<file path="src/rtl/mem_bus_arbiter.sv">
// mem_bus_arbiter
// Shares one SRAM-like memory bus between the instruction-fetch master and
// the data-memory master. One transaction is in flight at a time. Data has
// priority, and a starvation counter forces an instruction grant after
// STARVE_LIMIT consecutive data grants made while fetch was waiting.
//
// Ports
//   clk, resetn                      clock, async active-low reset
//   inst_req/wr/size/addr/wdata      instruction master request fields
//   inst_addr_ok/data_ok/rdata       instruction master handshakes + read data
//   data_req/wr/size/addr/wdata      data master request fields
//   data_addr_ok/data_ok/rdata       data master handshakes + read data
//   bus_req/wr/size/addr/wdata       bus request fields (from latched copy)
//   bus_addr_ok/data_ok/rdata        bus handshakes + read data
//   arb_busy                         high whenever a transaction is open
module mem_bus_arbiter #(
    parameter int unsigned STARVE_LIMIT = 4
) (
    input  logic        clk,
    input  logic        resetn,

    input  logic        inst_req,
    input  logic        inst_wr,
    input  logic [1:0]  inst_size,
    input  logic [31:0] inst_addr,
    input  logic [31:0] inst_wdata,
    output logic        inst_addr_ok,
    output logic        inst_data_ok,
    output logic [31:0] inst_rdata,

    input  logic        data_req,
    input  logic        data_wr,
    input  logic [1:0]  data_size,
    input  logic [31:0] data_addr,
    input  logic [31:0] data_wdata,
    output logic        data_addr_ok,
    output logic        data_data_ok,
    output logic [31:0] data_rdata,

    output logic        bus_req,
    output logic        bus_wr,
    output logic [1:0]  bus_size,
    output logic [31:0] bus_addr,
    output logic [31:0] bus_wdata,
    input  logic        bus_addr_ok,
    input  logic        bus_data_ok,
    input  logic [31:0] bus_rdata,

    output logic        arb_busy
);

    localparam int unsigned ADDR_W = 32;
    localparam int unsigned DATA_W = 32;
    localparam int unsigned SIZE_W = 2;
    localparam int unsigned CNT_W  = 4;

    localparam logic [CNT_W-1:0] LIMIT = CNT_W'(STARVE_LIMIT);

    // Request payload as latched at grant time.
    typedef struct packed {
        logic              wr;
        logic [SIZE_W-1:0] size;
        logic [ADDR_W-1:0] addr;
        logic [DATA_W-1:0] wdata;
    } xfer_t;

    typedef enum logic [1:0] {
        IDLE = 2'd0,
        ADDR = 2'd1,
        DATA = 2'd2
    } state_e;

    // owner encoding: 0 = instruction master, 1 = data master
    localparam logic OWN_INST = 1'b0;
    localparam logic OWN_DATA = 1'b1;

    state_e           state_q, state_d;
    logic             owner_q, owner_d;
    xfer_t            xfer_q, xfer_d;
    logic [CNT_W-1:0] starve_cnt_q, starve_cnt_d;

    xfer_t inst_xfer;
    xfer_t data_xfer;
    logic  grant_data;
    logic  starved;

    assign inst_xfer = '{wr: inst_wr, size: inst_size, addr: inst_addr, wdata: inst_wdata};
    assign data_xfer = '{wr: data_wr, size: data_size, addr: data_addr, wdata: data_wdata};

    // Fetch has waited through LIMIT data grants: it takes the next slot.
    assign starved    = inst_req && (starve_cnt_q == LIMIT);
    assign grant_data = data_req && !starved;

    // State and latched-transaction registers.
    always_ff @(posedge clk or negedge resetn) begin
        if (!resetn) begin
            state_q      <= IDLE;
            owner_q      <= OWN_INST;
            xfer_q       <= '0;
            starve_cnt_q <= '0;
        end else begin
            state_q      <= state_d;
            owner_q      <= owner_d;
            xfer_q       <= xfer_d;
            starve_cnt_q <= starve_cnt_d;
        end
    end

    // Next-state, grant and handshake routing.
    always_comb begin
        state_d      = state_q;
        owner_d      = owner_q;
        xfer_d       = xfer_q;
        starve_cnt_d = starve_cnt_q;
        inst_addr_ok = 1'b0;
        inst_data_ok = 1'b0;
        data_addr_ok = 1'b0;
        data_data_ok = 1'b0;

        case (state_q)
            IDLE: begin
                if (inst_req || data_req) begin
                    state_d = ADDR;
                    if (grant_data) begin
                        owner_d = OWN_DATA;
                        xfer_d  = data_xfer;
                        // Count only grants that made fetch wait.
                        if (inst_req) begin
                            if (starve_cnt_q < LIMIT) begin
                                starve_cnt_d = starve_cnt_q + CNT_W'(1);
                            end
                        end else begin
                            starve_cnt_d = '0;
                        end
                    end else begin
                        owner_d      = OWN_INST;
                        xfer_d       = inst_xfer;
                        starve_cnt_d = '0;
                    end
                end
            end

            ADDR: begin
                // bus_data_ok is not meaningful before the address phase ends.
                if (bus_addr_ok) begin
                    state_d      = DATA;
                    inst_addr_ok = (owner_q == OWN_INST);
                    data_addr_ok = (owner_q == OWN_DATA);
                end
            end

            DATA: begin
                if (bus_data_ok) begin
                    state_d      = IDLE;
                    inst_data_ok = (owner_q == OWN_INST);
                    data_data_ok = (owner_q == OWN_DATA);
                end
            end

            default: begin
                state_d = IDLE;
            end
        endcase
    end

    // Bus side is driven straight from the latched copy.
    assign bus_req   = (state_q == ADDR);
    assign bus_wr    = xfer_q.wr;
    assign bus_size  = xfer_q.size;
    assign bus_addr  = xfer_q.addr;
    assign bus_wdata = xfer_q.wdata;

    // Read data is shared; each master qualifies it with its own data_ok.
    assign inst_rdata = bus_rdata;
    assign data_rdata = bus_rdata;

    assign arb_busy = (state_q != IDLE);

endmodule

</file>
<file path="config.mk">
export PLATFORM = sky130hd
export DESIGN_NAME = mem_bus_arbiter
export DESIGN_NICKNAME = d
export VERILOG_FILES = /design/src/rtl/mem_bus_arbiter.sv
export SDC_FILE = /design/constraint.sdc
export NUM_CORES = 1
export LEC_CHECK = 0
export CORE_AREA = 2 2 118 120
export DETAILED_ROUTE_END_ITERATION = 12
export DIE_AREA = 0 0 120 122
export HOLD_SLACK_MARGIN = 0.03
export PLACE_DENSITY = 0.75
export SYNTH_ARGS = -nofsm -noshare
export SYNTH_HDL_FRONTEND = slang
export SYNTH_SLANG_ARGS = --single-unit
</file>
<file path="constraint.sdc">
create_clock -name clk -period 1.6 [get_ports clk]
set_clock_uncertainty 0.2 [all_clocks]
set_input_delay 0.32 -clock clk [delete_from_list [all_inputs] [get_ports clk]]
set_output_delay 0.32 -clock clk [all_outputs]
set_load 0.03 [all_outputs]
</file>
Word level (Yosys, flattened, before mapping)
Cells that the tools add are included.
{"block": "totals", "register_bits": 74, "input_bits": 172, "output_inout_bits": 137, "wordCells": 43}
{"block": "classes", "addsub": 1, "order_cmp": 1, "n_eq_ne": 7, "n_mux": 17, "bitwise_logic": 1, "n_reduce_logical": 9}
{"cell": "67-bit two-way mux", "count": 1}
{"cell": "4-bit two-way mux", "count": 3}
{"cell": "1-bit two-way mux", "count": 9}
{"cell": "2-bit two-way mux", "count": 3}
{"cell": "2-bit case mux with 3 select lines", "count": 1}
{"cell": "3-bit AND reduction", "count": 2}
{"cell": "4-bit by 1-bit adder with 4-bit output (second input constant)", "count": 1}
{"cell": "4-bit by 3-bit equality test with 1-bit output (second input constant)", "count": 1}
{"cell": "4-bit by 3-bit less-than comparator with 1-bit output (second input constant)", "count": 1}
{"cell": "2-bit inequality test (second input constant)", "count": 2}
{"cell": "3-bit by 2-bit inequality test with 1-bit output (second input constant)", "count": 1}
{"cell": "2-bit by 1-bit equality test with 1-bit output (second input constant)", "count": 1}
{"cell": "2-bit equality test (second input constant)", "count": 1}
{"cell": "1-bit logical AND", "count": 2}
{"cell": "2-bit zero test", "count": 1}
{"cell": "2-bit by 1-bit inequality test with 1-bit output (second input constant)", "count": 1}
{"cell": "2-bit AND reduction", "count": 1}
{"cell": "2-bit nonzero test", "count": 1}
{"cell": "1-bit zero test", "count": 1}
{"cell": "1-bit logical OR", "count": 1}
{"cell": "1-bit inverter", "count": 1}

Depth between registers and ports, before layout
Gate-level depths: netlist of run 1.
{"block": "logic_depth", "depth_word": 6, "ltp_mapped": 9, "depth_no_buf": 6}

Worst setup path after synthesis of run 1
OpenSTA, ideal clock, no wires.
{"block": "synth_timing", "path_type": "register to output", "startpoint": "register state_q[1]", "endpoint": "output port inst_addr_ok", "t_arrival_ns": 1.493, "t_required_ns": 1.080, "path_slack_ns": -0.413, "stages_incl_launch_ff": 4, "n_path_buf": 0, "cell_sequence": "dfrtp_1 nor2b_1 nand2_1 nor2_1"}
{"block": "synth_between", "elab_chain_len": 2}
{"item": "from (decl)", "line_no": "77", "rtl": "state_e state_q, state_d;"}
{"item": "from (signal assigned)", "line_no": "102", "rtl": "state_q <= state_d;"}
{"item": "2-bit by 1-bit equality test with 1-bit output"}
{"item": "via bus_req", "line_no": "40", "rtl": "output logic bus_req,"}
{"item": "1-bit two-way mux", "line_no": "120", "rtl": "case (state_q)"}
{"item": "to (decl)", "line_no": "27", "rtl": "output logic inst_addr_ok,"}
The timed path passes the listed nets, and every way through them passes these cells.

Worst setup path after layout of run 1
{"block": "layout_timing", "startpoint": "register starve_cnt_q[1]", "endpoint": "register xfer_q, in the netlist bus_addr[31]"}
{"block": "layout_between", "elab_chain_len": 5}
{"item": "from (decl)", "line_no": "80", "rtl": "logic [CNT_W-1:0] starve_cnt_q, starve_cnt_d;"}
{"item": "from (signal assigned)", "line_no": "105", "rtl": "starve_cnt_q <= starve_cnt_d;"}
{"item": "4-bit by 3-bit equality test with 1-bit output", "line_no": "91", "rtl": "assign starved = inst_req && (starve_cnt_q == LIMIT);"}
{"item": "1-bit logical AND", "line_no": "91"}
{"item": "1-bit zero test", "line_no": "92", "rtl": "assign grant_data = data_req && !starved;"}
{"item": "1-bit logical AND", "line_no": "92"}
{"item": "67-bit two-way mux", "line_no": "124", "rtl": "if (grant_data) begin"}
{"item": "to (signal assigned)", "line_no": "104", "rtl": "xfer_q <= xfer_d;"}
{"item": "to (decl)", "line_no": "79", "rtl": "xfer_t xfer_q, xfer_d;"}
No other way between the ends.
A chain may end at the register's enable or synchronous reset.

==> results of run 1 <==
final timing paths:
path	startpoint	end
setup / recovery	starve_cnt_q[1]	bus_addr[31]
hold / removal	bus_addr[4]	bus_addr[4]
setup reg to reg	starve_cnt_q[1]	bus_addr[31]
hold reg to reg	bus_addr[4]	bus_addr[4]
max in group asynchronous	resetn	state_q[0]
min in group asynchronous	resetn	bus_wdata[28]
cells by family after synthesis:
family | synth area share [%]
multiplexers | 0.284
AND/OR/NAND/NOR | 15.1
buffers and inverters | 17.0
adder cells (fa/ha/maj) | 0.631
XOR/XNOR | 0.221
AO/OA/AOI/OAI | 20.1
flip-flops | 46.7
layout by cell type (no fill, tap or decap), types with 17 or more instances in the layout:
cell type,instances
nand2_4,24
a21oi_2,74
a21oi_1,45
dfrtp_1,72
nor2_1,68
clkbuf_2,28
buf_6,17
buf_12,25
nand2_1,31
a21oi_4,18
clkdlybuf4s50_1,137
clkdlybuf4s15_2,31
per-stage QoR:
step                instances  worst slack (ps)  TNS, ps  utilization [%]  instance area (um2)
detailed placement        789              -406   -26590             44.4                 5990
global route              852              -341   -20230             58.1                 7840
global placement          789              -353   -23320             44.4                 5990
floorplan                 473             -83.5    -2050                -                 4020
finish                    852              -249   -13800             58.1                 7840
CTS                       851              -243   -13360             56.9                 7680
repair_timing:
action / in CTS / in global routing
buffers inserted: 23 / 8
endpoints found under the setup margin: 138 / 107
gates resized for setup: 276 / 121
cloned: 23 / 2
pin swaps: 38 / 54
hold endpoints to repair: 74 / 0
hold buffers: 1 / 0
critical path, cell delays in order, from the launching register on:
cell and delay, ps:
dfrtp_1 390, inv_2 70, ha_4 130, nand4b_1 160, and2_4 250, buf_12 150
buf_16 150, a21oi_2 150, a21oi_2 60
power breakdown:
| group | internal [mW] | leakage, nW | switching (mW) |
|---|---|---|---|
| clock | 1.44 | 0.156 | 0.756 |
| sequential | 2.81 | 0.837 | 0.596 |
| combinational | 4.13 | 2.27 | 4.97 |
| total | 8.39 | 3.26 | 6.32 |
registers in the layout (all words and copies together), names as in the netlist:
signal        count
bus_wr            1
bus_size          2
bus_wdata        32
bus_addr         32
owner_q           1
starve_cnt_q      4
state_q           2
final cells by class:
cell class | instances | share of cell area, %
flip-flops and latches | 74 | 23.6
multi-input cells | 300 | 27.8
repair buffers | 277 | 41.3
clock inverters | 2 | 0.766
inverters | 6 | 0.319
well taps | 180 | 2.87
clock buffers | 13 | 3.32
routing by layer:
| metal | GRT usage (%) | up-vias |
|---|---|---|
| met5 | 0 | - |
| met4 | 8.60 | 0 |
| met3 | 5.10 | 37 |
| met2 | 37.2 | 175 |
| met1 | 24.8 | 2034 |
| li1 | - | 1888 |
==> results.sh, run 1 <==
export IMPL_status="finished with violations"
export IMPL_violations="setup timing"
export IMPL_synth_nets=647
export IMPL_rsz0062_at_grt="yes"
export IMPL_wl_met2_mm=8.47
export IMPL_finalHoldViolCount=0
export IMPL_cts_tree="yes"
export IMPL_hold_slack_ps=317
export IMPL_drtIter0Drc=181
export IMPL_period_share_pct=116
export IMPL_cts_sink_count=74
export IMPL_syn_area_per_cell_um2=8.39
export IMPL_grt_pass1_vias=4210
export IMPL_nNetsFinal=842
export IMPL_gp_congestion=0.747
export IMPL_synth_cell_types=28
export IMPL_drcViolationCount=0
export IMPL_synth_common_cells="a21oi_1, dfrtp_1, nand2_1"
export IMPL_synth_top_cell_by_area="dfrtp_1"
export IMPL_top_layer="met4"
export IMPL_hold_depth=2
export IMPL_synth_area_um2=3970
export IMPL_powerDensity_nw_per_um2=1880
export IMPL_via_per_inst=4.85
export IMPL_seq_area_um2=1850
export IMPL_maxSlewViolCount=0
export IMPL_pin_count=309
export IMPL_start_kind="flip-flop"
export IMPL_track_usage_pct=21.2
export IMPL_cts_root_buffer="clkbuf_16"
export IMPL_fill_cells=1105
export IMPL_vdd_ir_drop_max_v=0.00111
export IMPL_areaGrowthSynthToFinish_pct=97.8
export IMPL_synth_cells=473
export IMPL_hp_class="flip-flop to flip-flop"
export IMPL_yosys_warnings=0
export IMPL_multi_input_area_um2=2180
export IMPL_clockBufferDepth=2
export IMPL_synth_edf_count=0
export IMPL_dp_hpwl_mm=9.00
export IMPL_synth_top_cells_by_area="dfrtp_1, a21oi_1, buf_4"
export IMPL_grt_ovfl_total=0
export IMPL_antenna_found_initial=0
export IMPL_cellLeakagePower_nw=3.26
export IMPL_postLayoutSetupSlackWorst_ps=-249
export IMPL_clk_latency_ps=330
export IMPL_seq_area_frac_synth_pct=46.7
export IMPL_synth_top_flop_cell="dfrtp_1"
export IMPL_die_h_um=122
export IMPL_dieArea_um2=14600
export IMPL_p_total_mw=14.7
export IMPL_wl_met3_mm=1.05
export IMPL_wl_mm=16.4
export IMPL_finalSetupViolations=78
export IMPL_r2r_slack_ps=-250
export IMPL_synth_seq_cells=74
export IMPL_endpoint_kind="flip-flop"
export IMPL_drtAntennaViolNets=0
export IMPL_slew_headroom_pct=70.6
export IMPL_wl_per_cell_um=19.2
export IMPL_wl_met1_mm=6.46
export IMPL_grt_max_degree=75
export IMPL_die_w_um=120
export IMPL_cts_buffers=9
export IMPL_synth_most_common_cell="a21oi_1"
export IMPL_vias=4134
export IMPL_htree_num_levels=3
export IMPL_critPathRequiredTime_ps=1610
export IMPL_period_needed_ps=1850
export IMPL_rows=43
export IMPL_fmax_mhz=541
export IMPL_grt_first_pass_wirelength_mm=23.3
export IMPL_portBuffers=212
export IMPL_max_cap_violations=0
export IMPL_async_flop_share_pct=100
export IMPL_critPathArrivalTime_ps=1860
export IMPL_diodes=0
export IMPL_critical_path_class="flip-flop to flip-flop"
export IMPL_core_um2=13500
export IMPL_clk_pin_slew_worst_paths_ps=60
export IMPL_yosysTopAreaCellShare_pct=46.7
export IMPL_first_pass_iters=4
export IMPL_worstMarginPinSlew_ps=440
export IMPL_start_util_pct=29.4
export IMPL_cp_max_fo=8
export IMPL_r2r_cells=8
export IMPL_drive_gt1_share_pct=44.3
Note: power is estimated with default switching activity, not from simulation.
==> run 2: changes to the inputs <==
Settings changed: CORE_AREA 2 2 118 120 to unset, CORE_ASPECT_RATIO set to 0.7, CORE_MARGIN set to 1, CORE_UTILIZATION set to 30, DIE_AREA 0 0 120 122 to unset, PLACE_DENSITY 0.75 to 0.76.
==> run 2 against run 1 <==
  * Non-clock buffer count fell by 6
  * The flow still finishes with violations (setup timing)
  * Via count rose by 0.53%
  * Register-to-register slack barely moved
  * Combinational power fell by 7.4%
  * First-iteration DRC count grew 41%
  * Largest power group unchanged
  * Critical path depth unchanged
  * Final cell count fell by 2.7%
  * Power shrank 3.4%
  * Final area is 3.1% lower
  * Sequential power about the same
  * Core utilization is 2.0 points higher
==> results.sh, run 2 (synthesis results as in run 1) <==
export IMPL_status="finished with violations"
export IMPL_violations="setup timing"
export IMPL_nNetsFinal=836
export IMPL_via_per_inst=5.01
export IMPL_cts_sink_count=74
export IMPL_first_pass_iters=4
export IMPL_drcViolationCount=0
export IMPL_finalNonFillerCells=829
export IMPL_die_w_um=139
export IMPL_critPathRequiredTime_ps=1610
export IMPL_clockBufferDepth=2
export IMPL_cellLeakagePower_nw=3.10
export IMPL_vias=4156
export IMPL_critical_path_class="flip-flop to flip-flop"
export IMPL_clk_pin_slew_worst_paths_ps=60
export IMPL_die_h_um=98.2
export IMPL_period_share_pct=115
export IMPL_fill_cells=1001
export IMPL_finalSetupViolations=78
export IMPL_drive_gt1_share_pct=41.1
export IMPL_vdd_ir_drop_max_v=0.00111
export IMPL_grt_pass1_vias=4241
export IMPL_r2r_cells=8
export IMPL_cts_buffers=9
export IMPL_multi_input_area_um2=2210
export IMPL_cts_tree="yes"
export IMPL_final_cell_mix="clkdlybuf4s50_1, dfrtp_1, nor2_1"
export IMPL_final_common_cell="clkdlybuf4s50_1"
export IMPL_antenna_found_initial=0
export IMPL_drtAntennaViolNets=0
export IMPL_diodes=0
export IMPL_areaGrowthSynthToFinish_pct=91.5
export IMPL_slew_headroom_pct=71.5
export IMPL_core_um2=12600
export IMPL_finalSetupTns_ps=-14120
export IMPL_htree_num_levels=3
export IMPL_fmax_mhz=545
export IMPL_pin_count=309
export IMPL_period_needed_ps=1840
export IMPL_dieArea_um2=13700
export IMPL_cp_slowest_cell="dfrtp_1"
export IMPL_cts_root_buffer="clkbuf_16"
export IMPL_start_util_pct=31.4
export IMPL_maxSlewViolCount=0
export IMPL_dp_hpwl_mm=8.73
export IMPL_max_cap_violations=0
export IMPL_clk_latency_ps=330
export IMPL_endpoint_kind="flip-flop"
export IMPL_cp_max_fo=8
export IMPL_hp_class="flip-flop to flip-flop"
export IMPL_grt_first_pass_wirelength_mm=22.8
export IMPL_start_kind="flip-flop"
export IMPL_layout_core_utilization_pct=60.1
export IMPL_hold_depth=2
export IMPL_finalHoldViolCount=0
export IMPL_portBuffers=212
export IMPL_wl_mm=16.4
export IMPL_dp_cells=772
export IMPL_rows=34
export IMPL_drtIter0Drc=256
export IMPL_crit_path_max_incr_delay_ps=380
export IMPL_wl_per_cell_um=19.8
export IMPL_grt_ovfl_total=0
export IMPL_postLayoutSetupSlackWorst_ps=-236
export IMPL_grt_max_degree=75
export IMPL_seq_area_um2=1860
export IMPL_rsz0062_at_grt="yes"
export IMPL_pre_cts_ws_ps=-411
export IMPL_powerDensity_nw_per_um2=1870
export IMPL_track_usage_pct=21.6
export IMPL_critPathArrivalTime_ps=1850
export IMPL_gp_congestion=0.817
export IMPL_worstMarginPinSlew_ps=427
export IMPL_crit_chain="inv_2, ha_4, nand4b_1, and2_4, buf_12, clkbuf_16, a21oi_2, a21oi_1"
## run 2: worst paths after layout
check	start	endpoint	slack, ps
max in group asynchronous	resetn	bus_wdata[28]	500
worst min-delay path	bus_addr[17]	bus_addr[17]	320
worst max-delay path	starve_cnt_q[0]	bus_addr[24]	-240
worst max register to register	starve_cnt_q[0]	bus_addr[24]	-240
min in group asynchronous	resetn	bus_wdata[4]	340
worst min register to register	bus_addr[17]	bus_addr[17]	320
## run 2: power by group
part | leakage [nW] | switching [mW] | total (mW) | internal, mW
registers | 0.835 | 0.618 | 3.43 | 2.82
logic | 2.10 | 4.97 | 8.43 | 3.46
clock network | 0.167 | 0.774 | 2.34 | 1.57
total | 3.10 | 6.36 | 14.2 | 7.85
## run 2: worst max-delay path, delay by kind of cell, from the launching register on
kind,cells,cell delay (ps)
buf+inv,3,400
flops,1,380
simple gates,2,380
compound gates,2,220
fa+ha+maj,1,130
## run 2: cell type report
type / count / share of cell area (%)
Clock buffer: 12 / 3.24
Clock inverter: 4 / 1.30
Inverter: 6 / 0.329
Multi-Input combinational cell: 300 / 29.1
Sequential cell: 74 / 24.4
Tap cell: 162 / 2.67
Timing Repair Buffer: 271 / 39.0
## run 2: routing by layer
layer | global-route usage (%) | share of wire, % | wire (um)
met3 | 9.17 | 11 | 1740
met4 | 3.76 | 0.87 | 143
met2 | 33.5 | 45 | 7320
met5 | 0 | 0 | 0
met1 | 28.3 | 44 | 7200
## run 2: what timing repair did
item / CTS / global route
setup buffers: 13 / 9
gates resized for setup: 220 / 131
endpoints found under the hold margin: 74 / 0
pin swaps: 54 / 40
gates cloned: 13 / 8
setup endpoints to repair: 136 / 128
hold buffers: 1 / 0
## run 2: per-stage QoR
stage	area [um2]	total power, mW	hold slack, ps
floorplan	4020	7.56	-176
global placement	5980	10.3	165
detailed placement	5980	10.5	173
CTS	7230	13.3	320
global route	7600	14.9	333
finish	7600	14.2	319
